**config.mk**
```make
export PLATFORM = sky130hd
export DESIGN_NAME = id_ex_stage
export DESIGN_NICKNAME = d
export VERILOG_FILES = /design/src/rtl/alu_pkg.sv /design/src/rtl/fwd_sel.sv /design/src/rtl/id_ex_stage.sv
export SDC_FILE = /design/constraint.sdc
export NUM_CORES = 1
export LEC_CHECK = 0
export BUFFER_PORTS_ARGS = -buffer_cell sky130_fd_sc_hd__buf_2
export CAP_MARGIN = 20
export CORE_MARGIN = 4
export CORE_UTILIZATION = 35
export DETAILED_ROUTE_END_ITERATION = 8
export PLACE_DENSITY_LB_ADDON = 0.08
export SLEW_MARGIN = 40
export SYNTH_ARGS = -nofsm -noshare
export SYNTH_HDL_FRONTEND = slang
export SYNTH_SLANG_ARGS = --single-unit
```
**constraint.sdc**
```tcl
create_clock -name clk -period 2.1 [get_ports clk]
set_input_delay 0.42 -clock clk [delete_from_list [all_inputs] [get_ports clk]]
set_output_delay 0.42 -clock clk [all_outputs]
set_load 0.05 [all_outputs]
```
**src/rtl/alu_pkg.sv**
```systemverilog
// Shared ALU definitions: operation codes, datapath widths and the control
// bundle carried through the ID/EX register.
package alu_pkg;

  localparam int unsigned DW = 32;
  localparam int unsigned RW = 5;

  localparam logic [2:0] ALU_SLL = 3'd0;
  localparam logic [2:0] ALU_OR  = 3'd1;
  localparam logic [2:0] ALU_SRL = 3'd2;
  localparam logic [2:0] ALU_AND = 3'd3;
  localparam logic [2:0] ALU_ADD = 3'd4;
  localparam logic [2:0] ALU_NOR = 3'd5;
  localparam logic [2:0] ALU_SUB = 3'd6;

  typedef struct packed {
    logic          reg_write;
    logic          mem_read;
    logic          mem_write;
    logic [RW-1:0] rd;
  } id_ex_ctrl_t;

endpackage

```
**src/rtl/fwd_sel.sv**
```systemverilog
// Three-way operand forwarding mux: EX result, then MEM result, then register
// file. Register 0 always reads as zero and is never forwarded.
module fwd_sel #(
  parameter int unsigned DW = 32,
  parameter int unsigned RW = 5
) (
  input  logic [RW-1:0] src,
  input  logic [DW-1:0] rf_data,
  input  logic          ex_fwd,
  input  logic [RW-1:0] ex_rd,
  input  logic [DW-1:0] ex_data,
  input  logic          mem_fwd,
  input  logic [RW-1:0] mem_rd,
  input  logic [DW-1:0] mem_data,
  output logic [DW-1:0] data
);

  // Priority select, youngest producer first
  always_comb begin
    data = rf_data;
    if (src == '0) begin
      data = '0;
    end else if (ex_fwd && (ex_rd == src)) begin
      data = ex_data;
    end else if (mem_fwd && (mem_rd == src)) begin
      data = mem_data;
    end
  end

endmodule

```
**src/rtl/id_ex_stage.sv**
```systemverilog
// ID/EX pipeline register feeding the combinational ALU. Resolves operand
// forwarding and load-use hazards, valid/ready on both sides, sync flush.
// Optional macro ID_EX_PERF_CNT_EN adds stall_cnt / flush_cnt counters.
module id_ex_stage
  import alu_pkg::*;
#(
  parameter int unsigned DW = 32,
  parameter int unsigned RW = 5
) (
  input  logic          clk,
  input  logic          rst_n,
  input  logic          in_valid,
  output logic          in_ready,
  input  logic [2:0]    in_aluop,
  input  logic [RW-1:0] in_rs_addr,
  input  logic [RW-1:0] in_rt_addr,
  input  logic          in_rs_used,
  input  logic          in_rt_used,
  input  logic [DW-1:0] in_rs_data,
  input  logic [DW-1:0] in_rt_data,
  input  logic [DW-1:0] in_imm,
  input  logic          in_use_imm,
  input  logic          in_is_shift,
  input  logic [4:0]    in_shamt,
  input  logic [RW-1:0] in_rd_addr,
  input  logic          in_reg_write,
  input  logic          in_mem_read,
  input  logic          in_mem_write,
  input  logic          flush,
  input  logic [DW-1:0] ex_result,
  input  logic          mem_reg_write,
  input  logic [RW-1:0] mem_rd,
  input  logic [DW-1:0] mem_result,
  output logic          out_valid,
  input  logic          out_ready,
  output logic [2:0]    alu_op,
  output logic [DW-1:0] alu_a,
  output logic [DW-1:0] alu_b,
  output logic [DW-1:0] out_store_data,
  output logic [RW-1:0] out_rd_addr,
  output logic          out_reg_write,
  output logic          out_mem_read,
  output logic          out_mem_write
`ifdef ID_EX_PERF_CNT_EN
  ,
  output logic [31:0]   stall_cnt,
  output logic [31:0]   flush_cnt
`endif
);

  logic          valid_q;
  id_ex_ctrl_t   ctrl_q;
  logic [2:0]    op_q;
  logic [DW-1:0] a_q, b_q, sd_q;

  logic          hz, capture, ex_fwd;
  logic [DW-1:0] fwd_rs, fwd_rt;
  logic [DW-1:0] a_next, b_next;

  // Held instruction forwards its result only if it is an ALU op, not a load
  assign ex_fwd = valid_q & ctrl_q.reg_write & ~ctrl_q.mem_read;

  // Load-use: the load's data is not available until it reaches MEM
  assign hz = valid_q & ctrl_q.mem_read & (ctrl_q.rd != '0) &
              ((in_rs_used & (in_rs_addr == ctrl_q.rd)) |
               (in_rt_used & (in_rt_addr == ctrl_q.rd)));

  assign in_ready = (~valid_q | out_ready) & ~hz & ~flush;
  assign capture  = in_valid & in_ready;

  fwd_sel #(.DW(DW), .RW(RW)) u_fwd_rs (
    .src      (in_rs_addr),
    .rf_data  (in_rs_data),
    .ex_fwd   (ex_fwd),
    .ex_rd    (ctrl_q.rd),
    .ex_data  (ex_result),
    .mem_fwd  (mem_reg_write),
    .mem_rd   (mem_rd),
    .mem_data (mem_result),
    .data     (fwd_rs)
  );

  fwd_sel #(.DW(DW), .RW(RW)) u_fwd_rt (
    .src      (in_rt_addr),
    .rf_data  (in_rt_data),
    .ex_fwd   (ex_fwd),
    .ex_rd    (ctrl_q.rd),
    .ex_data  (ex_result),
    .mem_fwd  (mem_reg_write),
    .mem_rd   (mem_rd),
    .mem_data (mem_result),
    .data     (fwd_rt)
  );

  assign a_next = in_is_shift ? {{(DW-5){1'b0}}, in_shamt} : fwd_rs;
  assign b_next = in_use_imm ? in_imm : fwd_rt;

  // Pipeline register: flush beats capture beats drain; otherwise hold
  always_ff @(posedge clk or negedge rst_n) begin
    if (!rst_n) begin
      valid_q <= 1'b0;
      ctrl_q  <= '0;
      op_q    <= ALU_SLL;
      a_q     <= '0;
      b_q     <= '0;
      sd_q    <= '0;
    end else if (flush) begin
      valid_q <= 1'b0;
    end else if (capture) begin
      valid_q          <= 1'b1;
      ctrl_q.reg_write <= in_reg_write;
      ctrl_q.mem_read  <= in_mem_read;
      ctrl_q.mem_write <= in_mem_write;
      ctrl_q.rd        <= in_rd_addr;
      op_q             <= in_aluop;
      a_q              <= a_next;
      b_q              <= b_next;
      sd_q             <= fwd_rt;
    end else if (valid_q && out_ready) begin
      valid_q <= 1'b0;
    end
  end

  assign out_valid      = valid_q;
  assign alu_op         = op_q;
  assign alu_a          = a_q;
  assign alu_b          = b_q;
  assign out_store_data = sd_q;
  assign out_rd_addr    = ctrl_q.rd;
  assign out_reg_write  = ctrl_q.reg_write;
  assign out_mem_read   = ctrl_q.mem_read;
  assign out_mem_write  = ctrl_q.mem_write;

`ifdef ID_EX_PERF_CNT_EN
  logic [31:0] stall_q, flush_q;

  // Event counters, free-running with natural wrap
  always_ff @(posedge clk or negedge rst_n) begin
    if (!rst_n) begin
      stall_q <= '0;
      flush_q <= '0;
    end else begin
      if (in_valid && hz)               stall_q <= stall_q + 32'd1;
      if (flush && (valid_q || in_valid)) flush_q <= flush_q + 32'd1;
    end
  end

  assign stall_cnt = stall_q;
  assign flush_cnt = flush_q;
`endif

endmodule

```
# == Word-level counts from Yosys, hierarchy flattened ==
# Cells that the tools add are included.
# word_totals
regBits,108
in_bits,201
out_inout_bits,109
elab_cells,52
# op_classes
n_eq_ne,6
mux,11
bitwise_logic,16
n_reduce_logical,10
# ops
cell,n
$mux W32,8
$eq A5 B5 Y1,6
$and A1 B1 Y1,10
$logic_not A5 Y1,2
$logic_and A1 B1 Y1,5
$reduce_bool A5 Y1,1
$not A1 Y1,4
$mux W1,3
$reduce_bool A3 Y1,1
$or A1 B1 Y1,2
$reduce_and A2 Y1,1

# == Depth between registers and ports, before layout ==
# depth
depth_word,10
mapped_depth,9
ltp_nobuf,6

# == Modules after synthesis ==
# From an unflattened synthesis, not the netlist that was laid out.
# unflattened
hier_cells,688
hier_area_um2,7130.6
# modules_own_cells
module,n_inst,cells_per_inst,area_each_um2,seq_area_each_um2
id_ex_stage,1,296,4623.2,2702.6
fwd_sel,2,196,1253.7,0.0

# == Least setup slack after synthesis ==
# No wires, ideal clock.
# synth_path
path_kind,register -> output
start,"reg ctrl_q, in the netlist out_rd_addr[0]"
end,out in_ready
t_arrival_ps,2210
required_ps,1680
path_slack_ps,-530
stages_incl_launch_ff,5
path_buffers,0
path_cell_list,dfrtp_1 > or4_1 > o211ai_1 > nand2_1 > a21oi_1
# synth_via
elab_chain_len,7
word_cells_on_any_way,11
cone_classes,2 x eq/ne; 8 x bitwise; 1 x reduce/logical
# synth_lines
element,line,rtl
start: declaration,id_ex_stage.sv:52,id_ex_ctrl_t ctrl_q;
"$eq A5 B5 Y1, on equally long branches","id_ex_stage.sv:65, id_ex_stage.sv:66",
"$and A1 B1 Y1, on equally long branches","id_ex_stage.sv:65, id_ex_stage.sv:66",
$or A1 B1 Y1,id_ex_stage.sv:65,((in_rs_used & (in_rs_addr == ctrl_q.rd)) |
$and A1 B1 Y1 *,id_ex_stage.sv:64,assign hz = valid_q & ctrl_q.mem_read & (ctrl_q.rd != '0) &
$not A1 Y1 *,id_ex_stage.sv:68,assign in_ready = (~valid_q | out_ready) & ~hz & ~flush;
$and A1 B1 Y1 * (2 in a row),id_ex_stage.sv:68,
end: declaration,id_ex_stage.sv:13,"output logic in_ready,"
# Every way passes the cells marked *; elsewhere a longest branch is shown, timed or not.

# == Worst setup path in the final report ==
# layout_path
start,"reg ctrl_q, in the netlist out_rd_addr[0]"
end,"reg b_q[31], in the netlist alu_b[31]"
# layout_via
elab_chain_len,9
word_cells_on_any_way,18
cone_classes,3 x eq/ne; 3 x mux; 9 x bitwise; 3 x reduce/logical
# layout_lines
element,line,rtl
"$eq A5 B5 Y1, on equally long branches","id_ex_stage.sv:65, fwd_sel.sv:23, id_ex_stage.sv:66",
"$and A1 B1 Y1, on equally long branches","id_ex_stage.sv:65, id_ex_stage.sv:66",
$or A1 B1 Y1,id_ex_stage.sv:65,
$and A1 B1 Y1,id_ex_stage.sv:64,
$not A1 Y1,id_ex_stage.sv:68,
$and A1 B1 Y1 (2 in a row),id_ex_stage.sv:68,
$and A1 B1 Y1,id_ex_stage.sv:69,assign capture = in_valid & in_ready;
$reduce_and A2 Y1 (no source line),-,
end signal: assignment,id_ex_stage.sv:117,b_q <= b_next;
end: declaration,id_ex_stage.sv:54,"logic [DW-1:0] a_q, b_q, sd_q;"
# Several ways; a longest one is shown, not always the timed one.
# A chain may end at the register's enable or synchronous reset.

==> out/qor.csv <==
stage,metric,value,unit
grt,grt_pass1_wl,41720,µm
logic_synthesis,synth_ff_type,dfrtp_1,
placement,io_buffers,309,
floorplanning,dieArea,21270,µm²
logic_synthesis,async_flop_share,100.0,%
outcome,outcome,"complete, but fails checks",
power,leakage,4.909,nW
clocking,clock_sinks,108,
critical_path,setup.worst_path.class,reg2reg,
clocking,cts.clk_slew.worst_paths,70,ps
clocking,insertion_delay,350,ps
grt,antenna_found_initial,9,
run,cap_viol_max_count,0,
sta,tightestPinTransition,431.1,ps
cells_and_area,drive_above_1_share,51.58,%
power,power_density,863.6,nW/µm²
logic_synthesis,syn_inst,653,
logic_synthesis,yosysSeqAreaShare,40.64,%
clocking,cts_buffer_depth,2,
drt,wirelength,27290,µm
logic_synthesis,synth-edff-count,0,
placement,dp_hpwl,20420,µm
sta,fin_ws,-286.0,ps
floorplanning,initial_core_util,35.55,%
critical_path,critPathMaxFanout,8,
grt,grt_overflow,0,
cells_and_area,nNetsFinal,1209,
floorplanning,ios,310,
placement,gp_congestion,0.8932,
drt,vias,6396,
power,vdd_drop_max,0.5088,mV
cells_and_area,syn_to_final_growth,49.58,%
sta,rsz0062_at_grt,yes,
drt,first_pass_iters,5,
drt,route.detailed.drc,0,
floorplanning,die_h,145.8,µm
clocking,root_buffer,clkbuf_16,
drt,ant_nets,0,
cells_and_area,fin_area,9947,µm²
logic_synthesis,synth_cell_type_count,42,
sta,drv_slew,0,
sta,maxSlewHeadroom,71.09,%
sta,setup_viol,109,
logic_synthesis,synth_fp_nets,854,
clocking,htreeDepth,3,
grt,grt_usage,25.26,%
outcome,violations,setup timing,
sta,timing.hold.ws,46.82,ps
floorplanning,core_area,18710,µm²
power,total_power,8.590,mW
logic_synthesis,ys_warn_count,0,
logic_synthesis,synth_seq_cells,108,
floorplanning,die_w,145.8,µm
sta,fmax,419.1,MHz
clocking,tritoncts,built,
critical_path,end_kind,flip-flop,
placement,dpl-instance-area,8870,µm²
sta,fin_crit_sh,113.6,%
grt,grt_max_degree,58,
drt,wl_per_cell,21.78,µm
drt,drt_first_iter_violations,402,
sta,fin_crit,2386,ps
worst_hold_path,holdCritPathClass,in2async,
logic_synthesis,netlist_area,6650,µm²
floorplanning,rows,50,
critical_path,cp-start-kind,flip-flop,
sta,report.final.hold_viol_count,0,
cells_and_area,utilization,53.18,%
drt,viasPerCell,5.105,
critical_path,regToRegSetupSlack,-290,ps
critical_path,crit_arrival,2630,ps
sta,fin_skew,5.035,ps
grt,grt_pass1_vias,6747,
logic_synthesis,avgSynthCellArea,10.18,µm²
critical_path,required,2340,ps
clocking,cts_made_buffers,9,
placement,dp_slack,-276.5,ps
==> registers in the layout (all words and copies together) (netlist names) <==
| name | cells |
|---|---|
| out_mem_read | 1 |
| out_valid | 1 |
| out_store_data | 32 |
| out_mem_write | 1 |
| alu_b | 32 |
| alu_a | 32 |
| out_reg_write | 1 |
| alu_op | 3 |
| out_rd_addr | 5 |
==> per-stage QoR <==
| stage | TNS (ps) | std cells |
|---|---|---|
| finish | -21090 | 1253 |
| CTS | -24590 | 1245 |
| detailed placement | -22720 | 1204 |
| floorplan | -4917 | 653 |
| global placement | -21700 | 1204 |
| global route | -29910 | 1252 |
==> power by group <==
| group | leakage [nW] | total [mW] | internal, mW | switching [mW] |
|---|---|---|---|---|
| sequential | 1.31 | 2.84 | 2.54 | 0.300 |
| clock | 0.130 | 1.65 | 0.813 | 0.835 |
| combinational | 3.47 | 4.11 | 1.47 | 2.64 |
| total | 4.91 | 8.59 | 4.81 | 3.78 |
==> timing repair <==
item,in CTS,in global routing
pin swaps,10,5
endpoints found under the setup margin,91,109
gates cloned,11,0
hold buffers,0,0
setup buffers,15,4
gates resized for setup,104,10
==> critical path, stage by stage, from the launching register on <==
cell and delay [ps]:
dfrtp_2 440, buf_6 140, xor2_4 150, nor3b_2 160, a32o_1 150, o211ai_1 110, buf_4 160, a22o_4 340
buf_6 170, buf_16 150, mux2_4 300
==> per-layer routing <==
metal	track usage, %	share of wire [%]
met1	36.51	47
met5	0	0.14
met3	6.478	6.6
met2	37.78	44
met4	6.315	1.9
==> area by class of cell <==
class / count / area, µm²
flip-flops and latches: 108 / 2710
repair buffers: 394 / 2629
inverters: 46 / 172.7
fillers: 1793 / 8758
well taps: 234 / 292.8
multi-input cells: 449 / 3851
clock buffers: 9 / 225.2
diodes: 7 / 17.52
clock inverters: 6 / 48.80
==> path summary, 6_finish.rpt <==
kind,start,to,depth (start not counted)
min in group clk,in_aluop[0],alu_op[0],2
max,out_rd_addr[0],alu_b[31],10
min,rst_n,alu_b[7],2
max reg2reg,out_rd_addr[0],alu_b[31],10
max in group asynchronous,rst_n,out_valid,2
min reg2reg,out_store_data[3],out_store_data[3],1
==> cells in the mapped netlist (all sizes together), types with 10 or more instances <==
library cell | instances | area [µm²]
dfrtp | 108 | 2703
clkbuf | 27 | 101.4
mux2 | 84 | 972.2
buf | 24 | 196.4
xnor2 | 10 | 102.6
xor2 | 10 | 87.58
mux2i | 50 | 500.5
nand3 | 14 | 70.07
and3 | 23 | 143.9
nand2b | 23 | 143.9
o31ai | 14 | 105.1
a32oi | 23 | 201.4
a211oi | 36 | 305.3
nand2 | 20 | 77.58
o21ai | 37 | 185.2
nor2 | 55 | 214.0
o211ai | 24 | 180.2
inv | 46 | 172.7
==> cell families (layout without fill, tap and decap cells) <==
kind of cell / count (synthesis) / in the layout / synth area share [%]
other cells: 0 / 7 / 0
buf+inv: 97 / 455 / 7.074
mux: 134 / 134 / 22.14
flops: 108 / 108 / 40.64
xor+xnor: 20 / 20 / 2.860
compound gates: 145 / 146 / 16.11
simple gates: 149 / 149 / 11.18
==> cells in the final DEF (no fill, tap or decap), types with 14 or more instances in the layout <==
master,netlist,final
buf_12,0,16
buf_2,4,307
a211oi_1,29,29
nor2_1,54,54
and3_1,23,23
buf_4,5,44
o211ai_1,24,24
o31ai_1,14,14
mux2_4,7,84
dfrtp_1,108,102
o21ai_0,37,37
a32oi_1,23,23
buf_6,11,17
nand2b_1,23,23
nand2_1,19,18
mux2i_1,50,50
inv_1,46,46
nand3_1,14,14
Power figures use the tool's default switching activity.
